**src/rtl/cache_arbiter.sv**
```systemverilog
// Shares one downstream line-wide memory port between the I-cache and D-cache.
// Round-robin on ties; the granted command is latched and held until mem_resp.
module cache_arbiter #(
  parameter int unsigned ADDR_W = 32,
  parameter int unsigned LINE_W = 256
) (
  input  logic              clk,
  input  logic              rst,
  input  logic              i_read,
  input  logic [ADDR_W-1:0] i_address,
  output logic [LINE_W-1:0] i_rdata,
  output logic              i_resp,
  input  logic              d_read,
  input  logic              d_write,
  input  logic [ADDR_W-1:0] d_address,
  input  logic [LINE_W-1:0] d_wdata,
  output logic [LINE_W-1:0] d_rdata,
  output logic              d_resp,
  output logic              mem_read,
  output logic              mem_write,
  output logic [ADDR_W-1:0] mem_address,
  output logic [LINE_W-1:0] mem_wdata,
  input  logic [LINE_W-1:0] mem_rdata,
  input  logic              mem_resp
);

  typedef enum logic [1:0] {IDLE, SERVE_I, SERVE_D} state_t;

  state_t            r_state, w_state_nxt;
  logic              r_last_d, w_last_d_nxt;
  logic              r_mem_read, w_mem_read_nxt;
  logic              r_mem_write, w_mem_write_nxt;
  logic [ADDR_W-1:0] r_mem_address, w_mem_address_nxt;
  logic [LINE_W-1:0] r_mem_wdata, w_mem_wdata_nxt;
  logic              w_d_req;
  logic              w_grant_i;
  logic              w_grant_d;

  // Tie goes to whichever requester was not served last.
  assign w_d_req   = d_read | d_write;
  assign w_grant_i = i_read & (~w_d_req | r_last_d);
  assign w_grant_d = w_d_req & (~i_read | ~r_last_d);

  always_comb begin
    w_state_nxt       = r_state;
    w_last_d_nxt      = r_last_d;
    w_mem_read_nxt    = r_mem_read;
    w_mem_write_nxt   = r_mem_write;
    w_mem_address_nxt = r_mem_address;
    w_mem_wdata_nxt   = r_mem_wdata;
    case (r_state)
      IDLE: begin
        if (w_grant_d) begin
          w_state_nxt       = SERVE_D;
          w_mem_write_nxt   = d_write;
          w_mem_read_nxt    = ~d_write;
          w_mem_address_nxt = d_address;
          w_mem_wdata_nxt   = d_wdata;
        end else if (w_grant_i) begin
          w_state_nxt       = SERVE_I;
          w_mem_read_nxt    = 1'b1;
          w_mem_write_nxt   = 1'b0;
          w_mem_address_nxt = i_address;
        end
      end
      SERVE_I, SERVE_D: begin
        if (mem_resp) begin
          w_state_nxt     = IDLE;
          w_last_d_nxt    = (r_state == SERVE_D);
          w_mem_read_nxt  = 1'b0;
          w_mem_write_nxt = 1'b0;
        end
      end
      default: w_state_nxt = IDLE;
    endcase
  end

  always_ff @(posedge clk) begin
    if (rst) begin
      r_state       <= IDLE;
      r_last_d      <= 1'b0;
      r_mem_read    <= 1'b0;
      r_mem_write   <= 1'b0;
      r_mem_address <= '0;
      r_mem_wdata   <= '0;
    end else begin
      r_state       <= w_state_nxt;
      r_last_d      <= w_last_d_nxt;
      r_mem_read    <= w_mem_read_nxt;
      r_mem_write   <= w_mem_write_nxt;
      r_mem_address <= w_mem_address_nxt;
      r_mem_wdata   <= w_mem_wdata_nxt;
    end
  end

  // Completion is reported in the same cycle as mem_resp; suppressed under reset.
  assign i_resp = ~rst & mem_resp & (r_state == SERVE_I);
  assign d_resp = ~rst & mem_resp & (r_state == SERVE_D);

  assign i_rdata     = i_resp ? mem_rdata : '0;
  assign d_rdata     = d_resp ? mem_rdata : '0;
  assign mem_read    = r_mem_read;
  assign mem_write   = r_mem_write;
  assign mem_address = r_mem_address;
  assign mem_wdata   = r_mem_wdata;

endmodule
```
**config.mk**
```make
export PLATFORM = sky130hd
export DESIGN_NAME = cache_arbiter
export DESIGN_NICKNAME = d
export VERILOG_FILES = /design/src/rtl/cache_arbiter.sv
export SDC_FILE = /design/constraint.sdc
export NUM_CORES = 1
export LEC_CHECK = 0
export ABC_AREA = 1
export CAP_MARGIN = 20
export CORE_AREA = 2 2 543 545
export DETAILED_ROUTE_END_ITERATION = 10
export DIE_AREA = 0 0 545 547
export GPL_TIMING_DRIVEN = 0
export HOLD_SLACK_MARGIN = 0.03
export PLACE_DENSITY = 0.33
export SKIP_LAST_GASP = 1
export SYNTH_ARGS = -nofsm -noshare
export SYNTH_HDL_FRONTEND = slang
export SYNTH_SLANG_ARGS = --single-unit
```
**constraint.sdc**
```tcl
create_clock -name clk -period 1.7 [get_ports clk]
set_input_delay 0.17 -clock clk [delete_from_list [all_inputs] [get_ports clk]]
set_output_delay 0.17 -clock clk [all_outputs]
set_load 0.005 [all_outputs]
```
==> results of run 1 <==
worst register-to-register path, delay by kind of cell, from the launching register on:
kind                       cells  cell delay, ns
buffers and inverters          5            1.23
adders and majority gates      1            0.12
DFF                            1            0.33
AOI/OAI and AO/OA              1            0.25
and+or+nand+nor                1            0.45
synthesized netlist by cell type:
master	number
nand2_2	1
inv_1	299
buf_1	4
nand3_1	263
ha_1	3
nand3_2	1
buf_2	77
o21ai_2	1
dfxtp_1	293
inv_2	1
clkinv_1	1
o21ai_0	33
nor2_1	612
nand2_1	330
a21oi_1	260
a21oi_2	1
nand4_1	1
clkbuf_1	57
buf_4	37
buf_6	12
stage by stage:
step	setup TNS (ns)	power, mW	setup WS (ns)
2_1_floorplan	0	10.9	0.267
3_3_place_gp	-1348.66	17.7	-2.75
3_5_place_dp	-1003.27	17.7	-2.48
4_1_cts	-729.55	28.3	-1.20
5_1_grt	-668.00	29.2	-0.987
6_report	-525.98	27.8	-0.905
final cells by class:
type	count	area (sq um)
fill	33900	256000
timing repair buffer	1441	14100
multi-input combinational	1506	7130
sequential	293	5870
tap	3919	4900
buffer	184	1500
clock buffer	59	1220
inverter	301	1130
clock inverter	19	350
antenna	12	30.0
cell usage in the layout (no fill, tap or decap), types with 2 or more instances in the layout:
cell	count
clkdlybuf4s50_1	872
nor2_1	459
nand2_1	330
inv_1	298
dfxtp_1	291
nand3_1	262
a21oi_1	260
dlymetal6s2s_1	220
buf_2	140
clkbuf_2	127
nor2_2	88
nor2_4	65
clkbuf_1	60
buf_4	55
buf_6	54
clkbuf_16	52
o21ai_0	33
buf_12	26
dlygate4sd2_1	26
buf_8	14
diode_2	12
clkdlybuf4s15_2	9
clkbuf_8	8
bufinv_16	7
clkdlybuf4s15_1	7
clkinv_2	5
buf_16	5
dlygate4sd3_1	5
buf_1	4
clkinvlp_4	3
inv_2	2
clkinv_16	2
clkinv_4	2
dfxtp_2	2
cells by family (layout without fill, tap and decap cells):
family | Yosys count | after routing
compound gates | 295 | 295
fa+ha+maj | 3 | 3
buf+inv | 488 | 2004
flops | 293 | 293
other cells | 0 | 12
simple gates | 1208 | 1208
registers in the layout, summed over array words and instances (netlist names):
signal and count:
mem_read 1, mem_write 1, r_last_d 1, mem_address 32
r_state 2, mem_wdata 256
power groups by stage:
stage / Sequential [mW] / Combinational, mW / Clock (mW)
after floorplan: 8.22 / 2.64 / 0
after global placement: 8.38 / 9.34 / 0
after detailed placement: 8.38 / 9.33 / 0
after CTS: 8.26 / 9.51 / 10.6
after global routing: 8.33 / 10.1 / 10.7
final: 8.24 / 9.32 / 10.2
worst max-delay path by stage:
stage / startpoint / endpoint / slack (ns) / cells after the start
5_1_grt: r_state[1] / i_rdata[253] / -0.99 / 9
4_1_cts: r_state[0] / d_rdata[239] / -1.20 / 8
2_1_floorplan: r_state[0] / mem_address[13] / 0.27 / 9
6_report: r_state[1] / i_rdata[168] / -0.90 / 10
3_5_place_dp: rst / i_rdata[239] / -2.48 / 7
3_3_place_gp: rst / d_rdata[47] / -2.75 / 7
metal layers:
layer	GRT usage [%]	part of all wire, %	wire (um)
met1	15.5	39	83800
met2	22.3	45	97900
met3	7.52	14	29500
met4	2.85	2.2	4690
met5	0	0.048	104
repair_timing:
action                                  4_1_cts  5_1_grt
hold buffers                                  5        0
setup buffers                                11       26
pin swaps                                    14        8
endpoints found under the hold margin         5        0
endpoints found under the setup margin     1087     1092
gates resized for setup                     570      902
gates cloned                                  3        9
==> summary.txt, run 1 <==
Run status
  • Status: complete, but fails checks
  • Violated checks: negative setup slack

Floorplanning
  • Top-level I/O count: 1386
  • Placement row count: 199
  • Die span in x: 545 um
  • Die area: 298000 sq um
  • Core area: 293000 sq um
  • Die height: 547 um
  • Initial standard-cell utilization of the core: 4.93%

Final layout
  • Final core utilization: 12.4%
  • Final standard cell area without fillers: 36200 sq um
  • Number of nets in the layout: 4355
  • Fraction of layout instances using a drive strength above 1: 17.7%
  • Post-route non-filler standard cell count: 7734
  • Area growth, synth to finish: 151%

Power
  • Pwr per Cell Area: 766 nW/um^2
  • Clk pwr share: 36.8%
  • Int Pwr: 17.7 mW
  • Part of the power in registers: 29.7%
  • Net Switching: 10.0 mW
  • Switching fraction of total power: 36.2%
  • Combinational Power Share: 33.6%
  • Max rail drop VDD: 726 uV
  • Leakage power: 18.4 nW

STA
  • RSZ-0062 raised after global routing: true
  • Post-layout worst setup margin: -0.905 ns
  • Transition time at the pin with the least slew margin: 0.771 ns
  • Final Hold Fails: 0
  • Worst clock skew on the final layout: 0.0632 ns
  • Final Hold Slack: 0.101 ns
  • Final Max Slew Viols: 0
  • Relative slew margins: 48.6%
  • Fraction of the cycle the final worst path needs: 153%
  • Final setup violation count: 1022
  • Final critical delay including setup and external delays: 2.60 ns
  • FMAX: 0.384 GHz

Yosys
  • Syn Std Cell Area: 14400 sq um
  • Mean Syn Cell Area: 6.30 sq um
  • XOR/XNOR Fraction of Synth Area: 0%
  • Synth Area in Adders: 0.260%
  • Cell type contributing the most total cell area after synthesis: dfxtp_1
  • Mux share of post-synthesis cell area: 0%
  • Simple-gate portion of the synthesized area: 33.8%
  • Cell types with the largest area share after synthesis: dfxtp_1, nor2_1, nand3_1, a21oi_1, nand2_1
  • Area share of the leading cell type in the synthesized netlist: 40.7%
  • Number of nets in the synthesized netlist: 2872
  • Post-synthesis cell type count: 20
  • Fraction of the mapped netlist area in compound gates: 10.3%
  • Synthesis Warnings: 0
  • Sequential cell area fraction in the yosys report: 40.7%
  • Seq cells post-synth: 293
  • Post-synthesis cell count: 2287
  • Largest family of logic cells by synthesized area: simple AND/OR/NAND/NOR gates

Place
  • Total placed cells including tap cells: 7593
  • Port Buffers: 1384
  • Placed cell areas: 33200 sq um
  • Post-detailed-placement half-perimeter wirelength: 194000 um
  • Routability congestion estimate from global placement: 0.955

Setup path
  • End of the worst register-to-register path: mem_wdata[145]
  • Buf+Inv Stages, Crit Path: 7
  • Library cell contributing the largest single delay on the critical path: dfxtp_2
  • Arrival time worst endpoint: 2.43 ns
  • Gate family responsible for the most delay along the worst path: buffers and inverters
  • Maximum cell stage delay along the critical path: 0.33 ns
  • Cell-by-cell trace of the critical path: inv_2 -> ha_4 -> nand3_4 -> buf_12 -> buf_12 -> buf_16 -> buf_12 -> clkbuf_16 -> nor2_4 -> buf_6
  • Endpoint kind of the worst setup timing path: output pin
  • CP Launch Type: register
  • R2R cell count: 8
  • Crit Reg-Reg Startpoint: r_state[1]
  • Critical Path RT: 1.53 ns
  • Worst setup slack for register-to-register paths: -0.74 ns
  • Crit-path max FO: 5
  • Worst setup path class: reg -> out
  • Top cell by count, worst path: buf_12

Drt
  • Number of DRC markers in iteration 0: 1351
  • # DRC: 0
  • Number of vias after detailed routing: 22100
  • Post-detailed-routing wire length: 216000 um
  • Number of iterations in the first detailed-routing pass: 5
  • Remaining antenna violation count: 0
  • Vias per std cell: 2.86
  • Per-cell routed wire length: 27.9 um

GRT
  • Antenna violations before repair: 97
  • Via count of the first global-routing pass: 21800
  • Pin count of the biggest net entering global routing: 14
  • Global-route wire length before repair: 259000 um
  • GRT overflow: 0
  • Overall Global Routing Usage: 13.7%

Clock network
  • Worst skew pair latency: 0.66 ns
  • CTS Buffer Depth: 3
  • CTS Buf Count: 43
  • H-tree lvl count: 2
  • Number of sinks driven by the clock tree: 293
  • Clock transition time at the flip-flop clock pins of the worst setup and hold paths: 0.06 ns
  • TritonCTS clock tree: yes
  • Clock tree root driver cell: clkbuf_16

Hold path
  • Worst-case hold path end point: mem_wdata[227]
  • Worst hold path stage count: 3
  • Hold Crit Class: in -> reg
  • Launch point of the worst hold path: d_wdata[227]

Flow run
  • Max-capacitance violation count: 0
(Power assumes the default switching activity.)
==> run 2, diff against run 1 <==
- TNS_END_PERCENT: not set -> 1
==> summary.txt, run 2 (synthesized netlist as in run 1, its figures left out) <==
GRT
  • Overall Global Routing Usage: 13.6% (was 13.7%)
  • Pin count of the biggest net entering global routing: 14 (unchanged)
  • Via count of the first global-routing pass: 21800 (about the same)
  • Antenna violations before repair: 97 (unchanged)
  • GRT overflow: 0 (unchanged)
  • Global-route wire length before repair: 258000 um (was 259000 um)

Clock network
  • Number of sinks driven by the clock tree: 293 (unchanged)
  • Clock tree root driver cell: clkbuf_16 (unchanged)
  • Worst skew pair latency: 0.66 ns (about the same)
  • CTS Buffer Depth: 3 (unchanged)
  • Clock transition time at the flip-flop clock pins of the worst setup and hold paths: 0.06 ns (about the same)
  • TritonCTS clock tree: yes (unchanged)
  • CTS Buf Count: 43 (unchanged)
  • H-tree lvl count: 2 (unchanged)

Setup path
  • Gate family responsible for the most delay along the worst path: buffers and inverters (unchanged)
  • Library cell contributing the largest single delay on the critical path: dfxtp_4 (was dfxtp_2)
  • R2R cell count: 8 (unchanged)
  • Worst setup path class: reg -> out (unchanged)
  • Arrival time worst endpoint: 2.34 ns (was 2.43 ns)
  • Worst setup slack for register-to-register paths: -0.73 ns (was -0.74 ns)
  • Cell-by-cell trace of the critical path: inv_4 -> ha_4 -> nand3_4 -> buf_12 -> buf_12 -> clkbuf_16 -> clkbuf_16 -> nor2_1 -> clkbuf_2 (was inv_2 -> ha_4 -> nand3_4 -> buf_12 -> buf_12 -> buf_16 -> buf_12 -> clkbuf_16 -> nor2_4 -> buf_6)
  • Crit-path max FO: 5 (unchanged)
  • Endpoint kind of the worst setup timing path: output pin (unchanged)
  • Crit Reg-Reg Startpoint: r_state[1] (unchanged)
  • Maximum cell stage delay along the critical path: 0.36 ns (was 0.33 ns)
  • Critical Path RT: 1.53 ns (about the same)
  • CP Launch Type: register (unchanged)
  • Buf+Inv Stages, Crit Path: 6 (was 7)
  • End of the worst register-to-register path: mem_wdata[145] (unchanged)

Floorplanning
  • Die span in x: 545 um (unchanged)
  • Die height: 547 um (unchanged)
  • Placement row count: 199 (unchanged)
  • Die area: 298000 sq um (unchanged)
  • Top-level I/O count: 1386 (unchanged)
  • Core area: 293000 sq um (unchanged)
  • Initial standard-cell utilization of the core: 4.93% (unchanged)

Power
  • Switching fraction of total power: 36.0% (was 36.2%)
  • Part of the power in registers: 29.7% (about the same)
  • Max rail drop VDD: 732 uV (was 726 uV)
  • Clk pwr share: 36.7% (was 36.8%)
  • Leakage power: 20.3 nW (was 18.4 nW)
  • Int Pwr: 17.8 mW (was 17.7 mW)
  • Combinational Power Share: 33.6% (about the same)
  • Net Switching: 9.99 mW (was 10.0 mW)
  • Pwr per Cell Area: 755 nW/um^2 (was 766 nW/um^2)
  • Total Power Consumption: 27.7 mW (was 27.8 mW)

STA
  • Final Max Slew Viols: 0 (unchanged)
  • RSZ-0062 raised after global routing: true (unchanged)
  • FMAX: 0.398 GHz (was 0.384 GHz)
  • Final critical delay including setup and external delays: 2.51 ns (was 2.60 ns)
  • Post-layout worst setup margin: -0.813 ns (was -0.905 ns)
  • Transition time at the pin with the least slew margin: 0.778 ns (was 0.771 ns)
  • Fraction of the cycle the final worst path needs: 148% (was 153%)
  • Relative slew margins: 48.1% (was 48.6%)
  • Final setup violation count: 1022 (unchanged)
  • Worst clock skew on the final layout: 0.0645 ns (was 0.0632 ns)
  • Final Hold Fails: 0 (unchanged)

Final layout
  • Most frequent cells in the layout: clkdlybuf4s50_1, nor2_1, dlymetal6s2s_1 (was clkdlybuf4s50_1, nor2_1, nand2_1)
  • Largest register FFs: 256 (unchanged)
  • Area growth, synth to finish: 155% (was 151%)
  • Final core utilization: 12.6% (was 12.4%)
  • Leading cell type in the layout, fill and taps excluded: clkdlybuf4s50_1 (unchanged)
  • Sequential Area: 5870 sq um (about the same)
  • Final-layout fill cell count: 33900 (about the same)
  • Fraction of layout instances using a drive strength above 1: 12.8% (was 17.7%)
  • Number of nets in the layout: 4350 (was 4355)
  • Total area of multi-input combinational cells: 6890 sq um (was 7130 sq um)

Hold path
  • Worst hold path stage count: 3 (unchanged)
  • Hold Crit Class: in -> reg (unchanged)
  • Worst-case hold path end point: mem_wdata[227] (unchanged)
  • Launch point of the worst hold path: d_wdata[227] (unchanged)

Drt
  • # DRC: 0 (unchanged)
  • Per-cell routed wire length: 28.0 um (was 27.9 um)
  • Number of DRC markers in iteration 0: 1368 (was 1351)
  • Post-detailed-routing wire length: 217000 um (was 216000 um)
  • Remaining antenna violation count: 0 (unchanged)
  • Number of vias after detailed routing: 22000 (was 22100)
  • Vias per std cell: 2.85 (was 2.86)
  • Number of iterations in the first detailed-routing pass: 7 (was 5)

Flow run
  • Max-capacitance violation count: 0 (unchanged)

Run status
  • Status: complete, but fails checks (unchanged)
  • Violated checks: negative setup slack (unchanged)

Place
  • Port Buffers: 1384 (unchanged)
  • Routability congestion estimate from global placement: 0.955 (unchanged)
  • Post-detailed-placement half-perimeter wirelength: 194000 um (unchanged)
==> run 2: changes by cell type in the layout (fill, tap and decap cells not counted), moves of 7 or more <==
cell and delta:
buf_2 -81, buf_4 -7, buf_6 -19, clkbuf_16 +7, clkbuf_2 -11, clkdlybuf4s15_1 +7
clkdlybuf4s15_2 -9, dlymetal6s2s_1 +117, nor2_1 +63, nor2_2 -42, nor2_4 -21
==> run 2: per-stage QoR <==
step | hold slack [ns] | TNS, ns | cells | setup slack, ns | cell area (sq um)
floorplan | 0.335 | 0 | 2287 | 0.267 | 14400
global placement | 0.448 | -1348.66 | 7590 | -2.75 | 33200
detailed placement | 0.452 | -1003.27 | 7593 | -2.48 | 33200
CTS | 0.0318 | -743.67 | 7684 | -1.20 | 35400
global route | 0.0825 | -634.77 | 7722 | -0.916 | 36700
finish | 0.0990 | -500.49 | 7732 | -0.813 | 36700
==> run 2: timing repair <==
action | in CTS | in global routing
setup buffers | 6 | 18
hold endpoints to repair | 5 | 0
endpoints found under the setup margin | 1087 | 1092
gates cloned | 2 | 16
pin swaps | 6 | 8
hold buffers | 5 | 0
resized for setup | 342 | 767
==> run 2: cell type report <==
class / instances / share of cell area, %
repair buffers: 1434 / 40.4
multi-input cells: 1506 / 18.7
flip-flops and latches: 293 / 16.0
well taps: 3919 / 13.3
plain buffers: 186 / 4.06
clock buffers: 59 / 3.31
inverters: 301 / 3.09
clock inverters: 19 / 0.954
diodes: 15 / 0.102
==> run 2: metal layers <==
layer	global-route usage, %	vias up	part of all wire, %	wire (um)
li1	-	10000	-	-
met1	15.5	10500	39	84200
met2	22.3	1287	45	97600
met3	7.38	242	14	29500
met4	2.89	14	2.3	5070
met5	0	-	0.042	91
==> run 2: worst max-delay path by stage <==
| stage | end | cells after the start | from | slack (ns) |
|---|---|---|---|---|
| finish | i_rdata[163] | 9 | r_state[1] | -0.81 |
| global route | i_rdata[169] | 9 | r_state[1] | -0.92 |
| CTS | d_rdata[239] | 8 | r_state[0] | -1.20 |
| detailed placement | i_rdata[239] | 7 | rst | -2.48 |
| global placement | d_rdata[47] | 7 | rst | -2.75 |
| floorplan | mem_address[13] | 9 | r_state[0] | 0.27 |
==> run 2: power groups by stage <==
stage | combinational [mW] | sequential, mW | clock, mW
2_1_floorplan | 2.64 | 8.22 | 0
6_report | 9.32 | 8.24 | 10.2
4_1_cts | 9.49 | 8.26 | 10.6
3_3_place_gp | 9.34 | 8.38 | 0
5_1_grt | 10.1 | 8.33 | 10.7
3_5_place_dp | 9.33 | 8.38 | 0
==> run 2: tightest hold or removal path, stage by stage <==
cell and delay (ns):
clkdlybuf4s50_1 0.40, nand3_1 0.08, a21oi_1 0.06
